**src/rtl/mem_pkg.sv**
```systemverilog
// Shared types and constants for the data-memory controller.
package mem_pkg;

   // Controller states: waiting for a strobe, bus transaction open, completion cycle.
   typedef enum logic [1:0] {
      IDLE   = 2'd0,
      ACCESS = 2'd1,
      DONE   = 2'd2
   } memstate_t;

   // Load data returned to the core when a read times out (sized to the widest bus we expect).
   localparam logic [63:0] TIMEOUT_RDATA = '0;

   // Counter width able to hold 0..t; never below one bit so TIMEOUT=0 still elaborates.
   function automatic int cnt_width(input int t);
      return (t < 1) ? 1 : $clog2(t + 1);
   endfunction

endpackage

```
**src/rtl/timeout_cnt.sv**
```systemverilog
// Access watchdog: counts ACCESS cycles and flags the last permitted one.
module timeout_cnt
   import mem_pkg::*;
#(
   parameter int TIMEOUT = 15
) (
   input  logic i_clk,
   input  logic i_rst_n,
   input  logic i_clear,
   input  logic i_enable,
   output logic o_terminal
);

   localparam int CW = cnt_width(TIMEOUT);

   logic [CW-1:0] r_count;

   // Cycle counter: cleared when an access opens, advances every ACCESS cycle.
   always_ff @(posedge i_clk or negedge i_rst_n) begin
      if (!i_rst_n) begin
         r_count <= '0;
      end else if (i_clear) begin
         r_count <= '0;
      end else if (i_enable && (TIMEOUT != 0)) begin
         r_count <= r_count + CW'(1);
      end
   end

   // Terminal count is the TIMEOUT-th ACCESS cycle; TIMEOUT=0 disables the watchdog.
   generate
      if (TIMEOUT == 0) begin : g_no_limit
         assign o_terminal = 1'b0;
      end else begin : g_limit
         assign o_terminal = (r_count == CW'(TIMEOUT - 1));
      end
   endgenerate

endmodule

```
**src/rtl/data_mem_ctrl.sv**
```systemverilog
// Data-memory controller: converts MEM-stage load/store strobes into a req/ack
// bus transaction, stalls the pipeline while it is open, and bounds it with a watchdog.
//
// Bus handshake: BusReq is raised on the edge entering ACCESS and held, together with
// stable BusWe/BusAddr/BusWData, until the edge on which BusAck=1 is sampled (or the
// watchdog expires). BusRData is only meaningful in a cycle with BusAck=1; BusAck seen
// while no request is open is ignored.
module data_mem_ctrl
   import mem_pkg::*;
#(
   parameter int ADDR_W  = 16,
   parameter int DATA_W  = 32,
   parameter int TIMEOUT = 15
) (
   input  logic              Clock,
   input  logic              nReset,
   input  logic [ADDR_W-1:0] MemAddr,
   input  logic [DATA_W-1:0] WriteData,
   input  logic              MemRead,
   input  logic              MemWrite,
   output logic [DATA_W-1:0] MemData,
   output logic              Stall,
   output logic              Timeout,
   output logic              BusReq,
   output logic              BusWe,
   output logic [ADDR_W-1:0] BusAddr,
   output logic [DATA_W-1:0] BusWData,
   input  logic              BusAck,
   input  logic [DATA_W-1:0] BusRData,
   output memstate_t         o_dbg_state
);

   memstate_t         r_state;
   memstate_t         w_next_state;
   logic              w_stall;
   logic              w_strobe;
   logic              w_launch;
   logic              w_in_access;
   logic              w_ack;
   logic              w_expire;
   logic              w_terminal;
   logic [DATA_W-1:0] r_mem_data;
   logic              r_timeout;
   logic              r_bus_req;
   logic              r_bus_we;
   logic [ADDR_W-1:0] r_bus_addr;
   logic [DATA_W-1:0] r_bus_wdata;

   assign w_strobe    = MemRead | MemWrite;
   assign w_in_access = (r_state == ACCESS);
   assign w_launch    = (r_state == IDLE) & w_strobe;
   assign w_ack       = w_in_access & BusAck;
   // An ack in the final permitted cycle wins over the watchdog.
   assign w_expire    = w_in_access & ~BusAck & w_terminal;

   timeout_cnt #(
      .TIMEOUT (TIMEOUT)
   ) u_timeout_cnt (
      .i_clk      (Clock),
      .i_rst_n    (nReset),
      .i_clear    (w_launch),
      .i_enable   (w_in_access),
      .o_terminal (w_terminal)
   );

   // State register; reset abandons any open transaction.
   always_ff @(posedge Clock or negedge nReset) begin
      if (!nReset) begin
         r_state <= IDLE;
      end else begin
         r_state <= w_next_state;
      end
   end

   // Next-state and stall decode. DONE always returns to IDLE so strobes still
   // held by the completing instruction cannot start a second transaction.
   always_comb begin
      w_next_state = r_state;
      w_stall      = 1'b0;
      case (r_state)
         IDLE: begin
            w_stall = w_strobe;
            if (w_strobe) begin
               w_next_state = ACCESS;
            end
         end
         ACCESS: begin
            w_stall = 1'b1;
            if (BusAck || w_terminal) begin
               w_next_state = DONE;
            end
         end
         DONE: begin
            w_stall      = 1'b0;
            w_next_state = IDLE;
         end
         default: begin
            w_next_state = IDLE;
         end
      endcase
   end

   // Transaction latches: captured once at launch, so they stay stable while BusReq=1.
   // A store wins when both strobes are (illegally) set.
   always_ff @(posedge Clock or negedge nReset) begin
      if (!nReset) begin
         r_bus_we    <= 1'b0;
         r_bus_addr  <= '0;
         r_bus_wdata <= '0;
      end else if (w_launch) begin
         r_bus_we    <= MemWrite;
         r_bus_addr  <= MemAddr;
         r_bus_wdata <= WriteData;
      end
   end

   // Bus request: rises entering ACCESS, falls on ack or watchdog expiry.
   always_ff @(posedge Clock or negedge nReset) begin
      if (!nReset) begin
         r_bus_req <= 1'b0;
      end else if (w_launch) begin
         r_bus_req <= 1'b1;
      end else if (w_ack || w_expire) begin
         r_bus_req <= 1'b0;
      end
   end

   // Load data register: updated only by completing reads; stores leave it alone.
   always_ff @(posedge Clock or negedge nReset) begin
      if (!nReset) begin
         r_mem_data <= '0;
      end else if (w_ack && !r_bus_we) begin
         r_mem_data <= BusRData;
      end else if (w_expire && !r_bus_we) begin
         r_mem_data <= DATA_W'(TIMEOUT_RDATA);
      end
   end

   // Timeout flag: set on expiry, so it is visible exactly during the DONE cycle.
   always_ff @(posedge Clock or negedge nReset) begin
      if (!nReset) begin
         r_timeout <= 1'b0;
      end else if (w_expire) begin
         r_timeout <= 1'b1;
      end else if (r_state == DONE) begin
         r_timeout <= 1'b0;
      end
   end

   // Stall is gated by reset so the pipeline is released immediately.
   assign Stall       = w_stall & nReset;
   assign MemData     = r_mem_data;
   assign Timeout     = r_timeout;
   assign BusReq      = r_bus_req;
   assign BusWe       = r_bus_we;
   assign BusAddr     = r_bus_addr;
   assign BusWData    = r_bus_wdata;
   assign o_dbg_state = r_state;

endmodule
```
**config.mk**
```make
export PLATFORM = sky130hd
export DESIGN_NAME = data_mem_ctrl
export DESIGN_NICKNAME = d
export VERILOG_FILES = /design/src/rtl/mem_pkg.sv /design/src/rtl/timeout_cnt.sv /design/src/rtl/data_mem_ctrl.sv
export SDC_FILE = /design/constraint.sdc
export NUM_CORES = 1
export LEC_CHECK = 0
export CAP_MARGIN = 20
export CORE_ASPECT_RATIO = 0.7
export CORE_UTILIZATION = 40
export DETAILED_ROUTE_END_ITERATION = 8
export GPL_ROUTABILITY_DRIVEN = 0
export MAX_ROUTING_LAYER = met4
export PLACE_DENSITY = 0.82
export SLEW_MARGIN = 15
export SYNTH_ARGS = -nofsm -noshare
export SYNTH_HDL_FRONTEND = slang
export SYNTH_SLANG_ARGS = --single-unit
```
**constraint.sdc**
```tcl
create_clock -name Clock -period 1.9 [get_ports Clock]
set_input_delay 0.38 -clock Clock [delete_from_list [all_inputs] [get_ports Clock]]
set_output_delay 0.38 -clock Clock [all_outputs]
set_load 0.02 [all_outputs]
```
Word-level counts from Yosys, hierarchy flattened:

Cells that the tools add are included.

* flip-flop bits (word level): 89

* reductions and logical operators: 11
* bitwise gates (word level): 7
* muxes and demuxes: 12
* equal/unequal tests: 5
* add/sub/neg operators: 1

Operators by type and width (count)
* 32-bit 2-to-1 mux: 2
* 4-bit 2-to-1 mux: 2
* 2-bit nonzero test: 4
* 1-bit bitwise AND: 5
* 4-bit by 1-bit adder with 4-bit output (second input constant): 1
* 4-bit == test (second input constant): 1
* 1-bit 2-to-1 mux: 4
* 2-bit 2-to-1 mux: 2
* 2-bit one-hot mux with 2 select lines: 1
* 2-bit by 1-bit == test with 1-bit output (second input constant): 1
* 2-bit == test (second input constant): 1
* 1-bit logical AND: 2
* 2-bit zero test: 1
* 1-bit logical OR: 2
* 2-bit by 1-bit != test with 1-bit output (second input constant): 1
* 2-bit != test (second input constant): 1
* 1-bit one-hot mux with 2 select lines: 1
* 2-bit AND reduction: 1
* 1-bit zero test: 1
* 1-bit inverter: 1
* 1-bit bitwise OR: 1

Depth between registers and ports, before layout:

* depth after elaboration: 6
* gate-level depth with buffers: 7
* gate-level depth less buffers: 5

Hierarchy:

A second synthesis with hierarchy kept.

* cell total of the unflattened synthesis: 217
* area total of the unflattened synthesis: 3372.0 um^2

Modules (own cells, without submodules)
* data_mem_ctrl: cells each 197, instances 1, area each 3151.8 um^2, seq. area each 2127.0 um^2
* timeout_cnt: cells each 20, instances 1, area each 220.2 um^2, seq. area each 100.1 um^2

Least setup slack after synthesis:

OpenSTA, ideal clock, no wires.

* kind: register -> register
* start point: register r_state[1] (netlist: o_dbg_state[1])
* end point: register r_mem_data[10] (netlist: MemData[10])
* buffers on the path: 3
* arrival time: 1556 ps
* setup time: 121 ps
* path slack: 223 ps
* period minus slack after synthesis: 1677 ps
* cell stages (with the launch flop): 7
* cell sequence: dfrtp_1 > nand2b_1 > buf_6 > or3_1 > buf_6 > buf_6 > a22o_1

* word-level cells in the longest chain between the ends: 5
* elaborated cells on any way between the ends: 8
* those cells by class: 1 x eq/ne; 1 x mux; 3 x bitwise; 3 x reduce/logical

Ends and longest elaborated chain
* start: declaration: line data_mem_ctrl.sv:33 `memstate_t r_state;`
* start signal: assignment: line data_mem_ctrl.sv:71 `r_state <= w_next_state;`
* 2-bit by 1-bit == test with 1-bit output *: line data_mem_ctrl.sv:50 `assign w_in_access = (r_state == ACCESS);`
* 1-bit bitwise AND (2 in a row): line data_mem_ctrl.sv:54 `assign w_expire = w_in_access & ~BusAck & w_terminal;`
* 1-bit logical AND: line data_mem_ctrl.sv:134 `end else if (w_expire && !r_bus_we) begin`
* 2-bit nonzero test (no line)
* end signal: assignment: line data_mem_ctrl.sv:133 `r_mem_data <= BusRData;`
* end signal: assignment: line data_mem_ctrl.sv:135 `r_mem_data <= DATA_W'(TIMEOUT_RDATA);`
* end: declaration: line data_mem_ctrl.sv:42 `logic [DATA_W-1:0] r_mem_data;`

Every way passes the cells marked *; elsewhere a longest branch is shown, timed or not.
A chain may end at the register's enable or synchronous reset.

Worst setup path in the final report:

* start point: input MemWrite
* end point: output Stall

* word-level cells in the longest chain between the ends: 3

Ends and longest elaborated chain
* start: declaration: line data_mem_ctrl.sv:20 `input logic MemWrite,`
* 1-bit bitwise OR: line data_mem_ctrl.sv:49 `assign w_strobe = MemRead | MemWrite;`
* 1-bit one-hot mux with 2 select lines: line data_mem_ctrl.sv:80 `case (r_state)`
* 1-bit bitwise AND: line data_mem_ctrl.sv:151 `assign Stall = w_stall & nReset;`
* end: declaration: line data_mem_ctrl.sv:22 `output logic Stall,`

Every way passes these cells.

==> summary.md <==
| Metric | Value |
|---|---|
| CTS root buf | clkbuf_16 |
| Initial DRC count | 148 |
| DRC viols | 13 |
| Number of diodes | 0 |
| Core Area | 0.008006 mm2 |
| Arr. time, crit path | 1.51 ns |
| Post-Syn Area | 0.003359 mm2 |
| Post-DR wirelength/cell | 16.45 um |
| Buffers on Ports | 170 |
| Initial antenna violation count | 0 |
| Max frequency | 529.7 MHz |
| Critical-path cell list | clkdlybuf4s50_1, o311a_1, dlygate4sd2_1 |
| Hold Buf Count CTS | 0 |
| M2 GR Usage | 31.00% |
| Hold slack | 0.08041 ns |
| Top cell type's share of synthesized area | 66.29% |
| Logic pwr share | 47.8% |
| CP bufs+invs | 2 |
| Unrepaired setup endpoints after global routing | no |
| Total gr overflow | 0 |
| DRT Pass-1 Iters | 6 |
| Met3 usage | 5.869% |
| Global-route track usage on met1 | 25.54% |
| Dpl ws | -0.1989 ns |
| Startpoint Class | input pin |
| Share of post-route cells with drive strength above 1 | 19.55% |
| Routed Wire Length | 8227 um |
| Max transition margin | 67.66% |
| All-layer global routing usage | 20.22% |
| Maximum VDD drop | 928.7 uV |
| Die height | 78.68 um |
| Cells after Synth | 216 |
| Final HPWL DP | 5863 um |
| Cell family with most CP delay | buffers and inverters |
| Fin Clk Skew | 0.004018 ns |
| CP Max Fanout | 2 |
| Post-synth cell types | 23 |
| Largest net degree at the start of global routing | 90 |
| Post-DP Area | 0.005231 mm2 |
| Async set-reset flop share out of synthesis | 100.0% |
| Seq pwr share | 32.5% |
| Pleak | 2.422 nW |
| Placed insts | 484 |
| Max Slew Vio Count | 0 |
| Top-count cell post-synth | dfrtp_1 |
| Htree depth | 3 |
| P_sw | 3.430 mW |
| Crit. End Element | output pin |
| CTS tree | done |
| Final Util | 69.62% |
| CP Class | input pin to output pin |
| Design Power | 10.17 mW |
| Syn Nets | 303 |
| Post-synth top flop | dfrtp_1 |
| Crit path largest cell delay | 0.43 ns |
| Clock power share | 19.7% |
| Clock transition at the registers of the reported paths | 0.06 ns |
| Final setup fails | 0 |
| Fin crit period | 1.888 ns |
| CTS Buf Count | 9 |
| Number of enable flip-flop cells after synthesis | 0 |
| CP max stage cell | clkdlybuf4s50_1 |
| Post-route ant nets | 0 |
| Die ar. | 0.008775 mm2 |
| Final setup TNS | 0 ns |
| Status | finished, violations left |
| Via count | 2478 |
| Fin nets | 481 |
| Die extent in x | 111.5 um |
| Worst Path Required | 1.52 ns |
| Most instantiated cells after synthesis | 89 x dfrtp_1, 48 x mux2_2, 33 x a22o_1 |
| Worst-skew pair later-pin latency | 0.33 ns |
| Initial Utilization | 41.96% |
| Failing checks | DRC |
| Via-per-instance ratio | 4.956 |
| Area contributors post-synth | dfrtp_1 66%, mux2_2 16%, a22o_1 8.6%, buf_6 1.7%, buf_2 1.2% |
| Yosys warns | 0 |
| Rows | 27 |
| Crit share post-route | 99.36% |
| Hold Path Class | input pin to async pin |
| Worst slew pin tran | 0.4851 ns |
| Final worst-path setup slack | 0.01208 ns |
| Syn avg cell area | 15.55 um2 |
| Clock sinks | 89 |
| Area leader, netlist | dfrtp_1 |
| First-pass GRT wire length | 13230 um |
| Clock Tree Buf Depth | 2 |
| Most crowded layer after global routing | met2 |
| Vias in the first global route | 2593 |
| Endpoints failing hold | 0 |
| Synth-to-layout area growth | 65.92% |
| P per Cell Area | 1824 mW/mm2 |
| Pint | 6.737 mW |
| Design area | 0.005574 mm2 |
| Switching share of total power | 33.74% |
| Post-synthesis sequential area ratio | 66.29% |
| Post-Layout Cell Count | 500 |
| Max cap viols | 0 |
| I/O pins | 171 |
| Synthesis-stage register bit count | 89 |
| Post-CTS setup buffers | 0 |
[final cells by class]
cell class	count	area, um2
Tap cell	101	126.4
Multi-Input combinational cell	112	1046
Clock inverter	6	105.1
Inverter	2	7.507
Timing Repair Buffer	180	1823
Clock buffer	10	239.0
Fill cell	591	2432
Sequential cell	89	2227
[power by group through the flow]
stage	Clock, mW	Combinational [mW]	Sequential (mW)
2_1_floorplan	0	1.42	4.38
3_3_place_gp	0	4.81	3.27
3_5_place_dp	0	4.89	3.33
4_1_cts	2.06	4.91	3.31
5_1_grt	2.14	5.11	3.43
6_report	2.01	4.86	3.30
[metal layers]
metal | wire (um) | share of wire [%]
met5 | 0 | 0
met4 | 142 | 1.7
met3 | 551 | 6.7
met1 | 3558 | 43
met2 | 3974 | 48
[registers in the layout (all words and copies together), names as in the netlist]
register	count
BusWe	1
MemData	32
Timeout	1
o_dbg_state	2
u_timeout_cnt.r_count	4
BusAddr	16
BusReq	1
BusWData	32
[cell families (layout without fill, tap and decap cells)]
logic type / count (synthesis) / count (layout) / synth area share [%]
flops: 89 / 89 / 66.29
simple gates: 15 / 15 / 2.384
mux: 50 / 50 / 16.69
compound gates: 45 / 45 / 10.80
fa+ha+maj: 2 / 2 / 0.7448
buf+inv: 15 / 198 / 3.091
[worst paths after layout]
path                                  end  depth (start not counted)                     start  slack [ns]
max in group asynchronous     MemData[28]                          2                    nReset        1.42
min                        o_dbg_state[1]                          2                    nReset        0.08
min reg2reg                   MemData[12]                          1               MemData[12]        0.50
max                                 Stall                          3                  MemWrite        0.01
max reg2reg                   MemData[21]                          6  u_timeout_cnt.r_count[0]        0.25
min in group Clock            MemData[12]                          1               MemData[12]        0.50
[cell usage in the layout (no fill, tap or decap)]
cell             count
o31ai_1              1
inv_1                2
or3_1                1
bufinv_16            3
nand4_1              1
nor3b_4              1
clkbuf_8             1
dfrtp_1             89
o311a_1              1
nor2_1               3
dlygate4sd2_1        1
nand2b_1             1
a22o_1              33
mux2_2              48
nand3_1              1
o21ai_0              6
clkbuf_16            9
clkinv_2             3
or2_2                1
o211ai_1             2
o21ai_4              1
nand2_1              5
buf_4                7
and2b_1              1
a31oi_1              1
clkdlybuf4s50_1    168
mux2i_1              2
ha_1                 2
buf_12               4
[what timing repair did]
action	in CTS	in global routing
hold endpoints to repair	0	0
gates resized for setup	1	0
endpoints found under the setup margin	1	0
[worst reg2reg max path, delay by kind of cell, from the launching register on]
family	cells	cell delay, ns
AO/OA/AOI/OAI	2	0.32
adder cells (fa/ha/maj)	1	0.17
buffers and inverters	2	0.27
flip-flops	1	0.42
AND/OR/NAND/NOR	1	0.36
(Power assumes the default switching activity.)
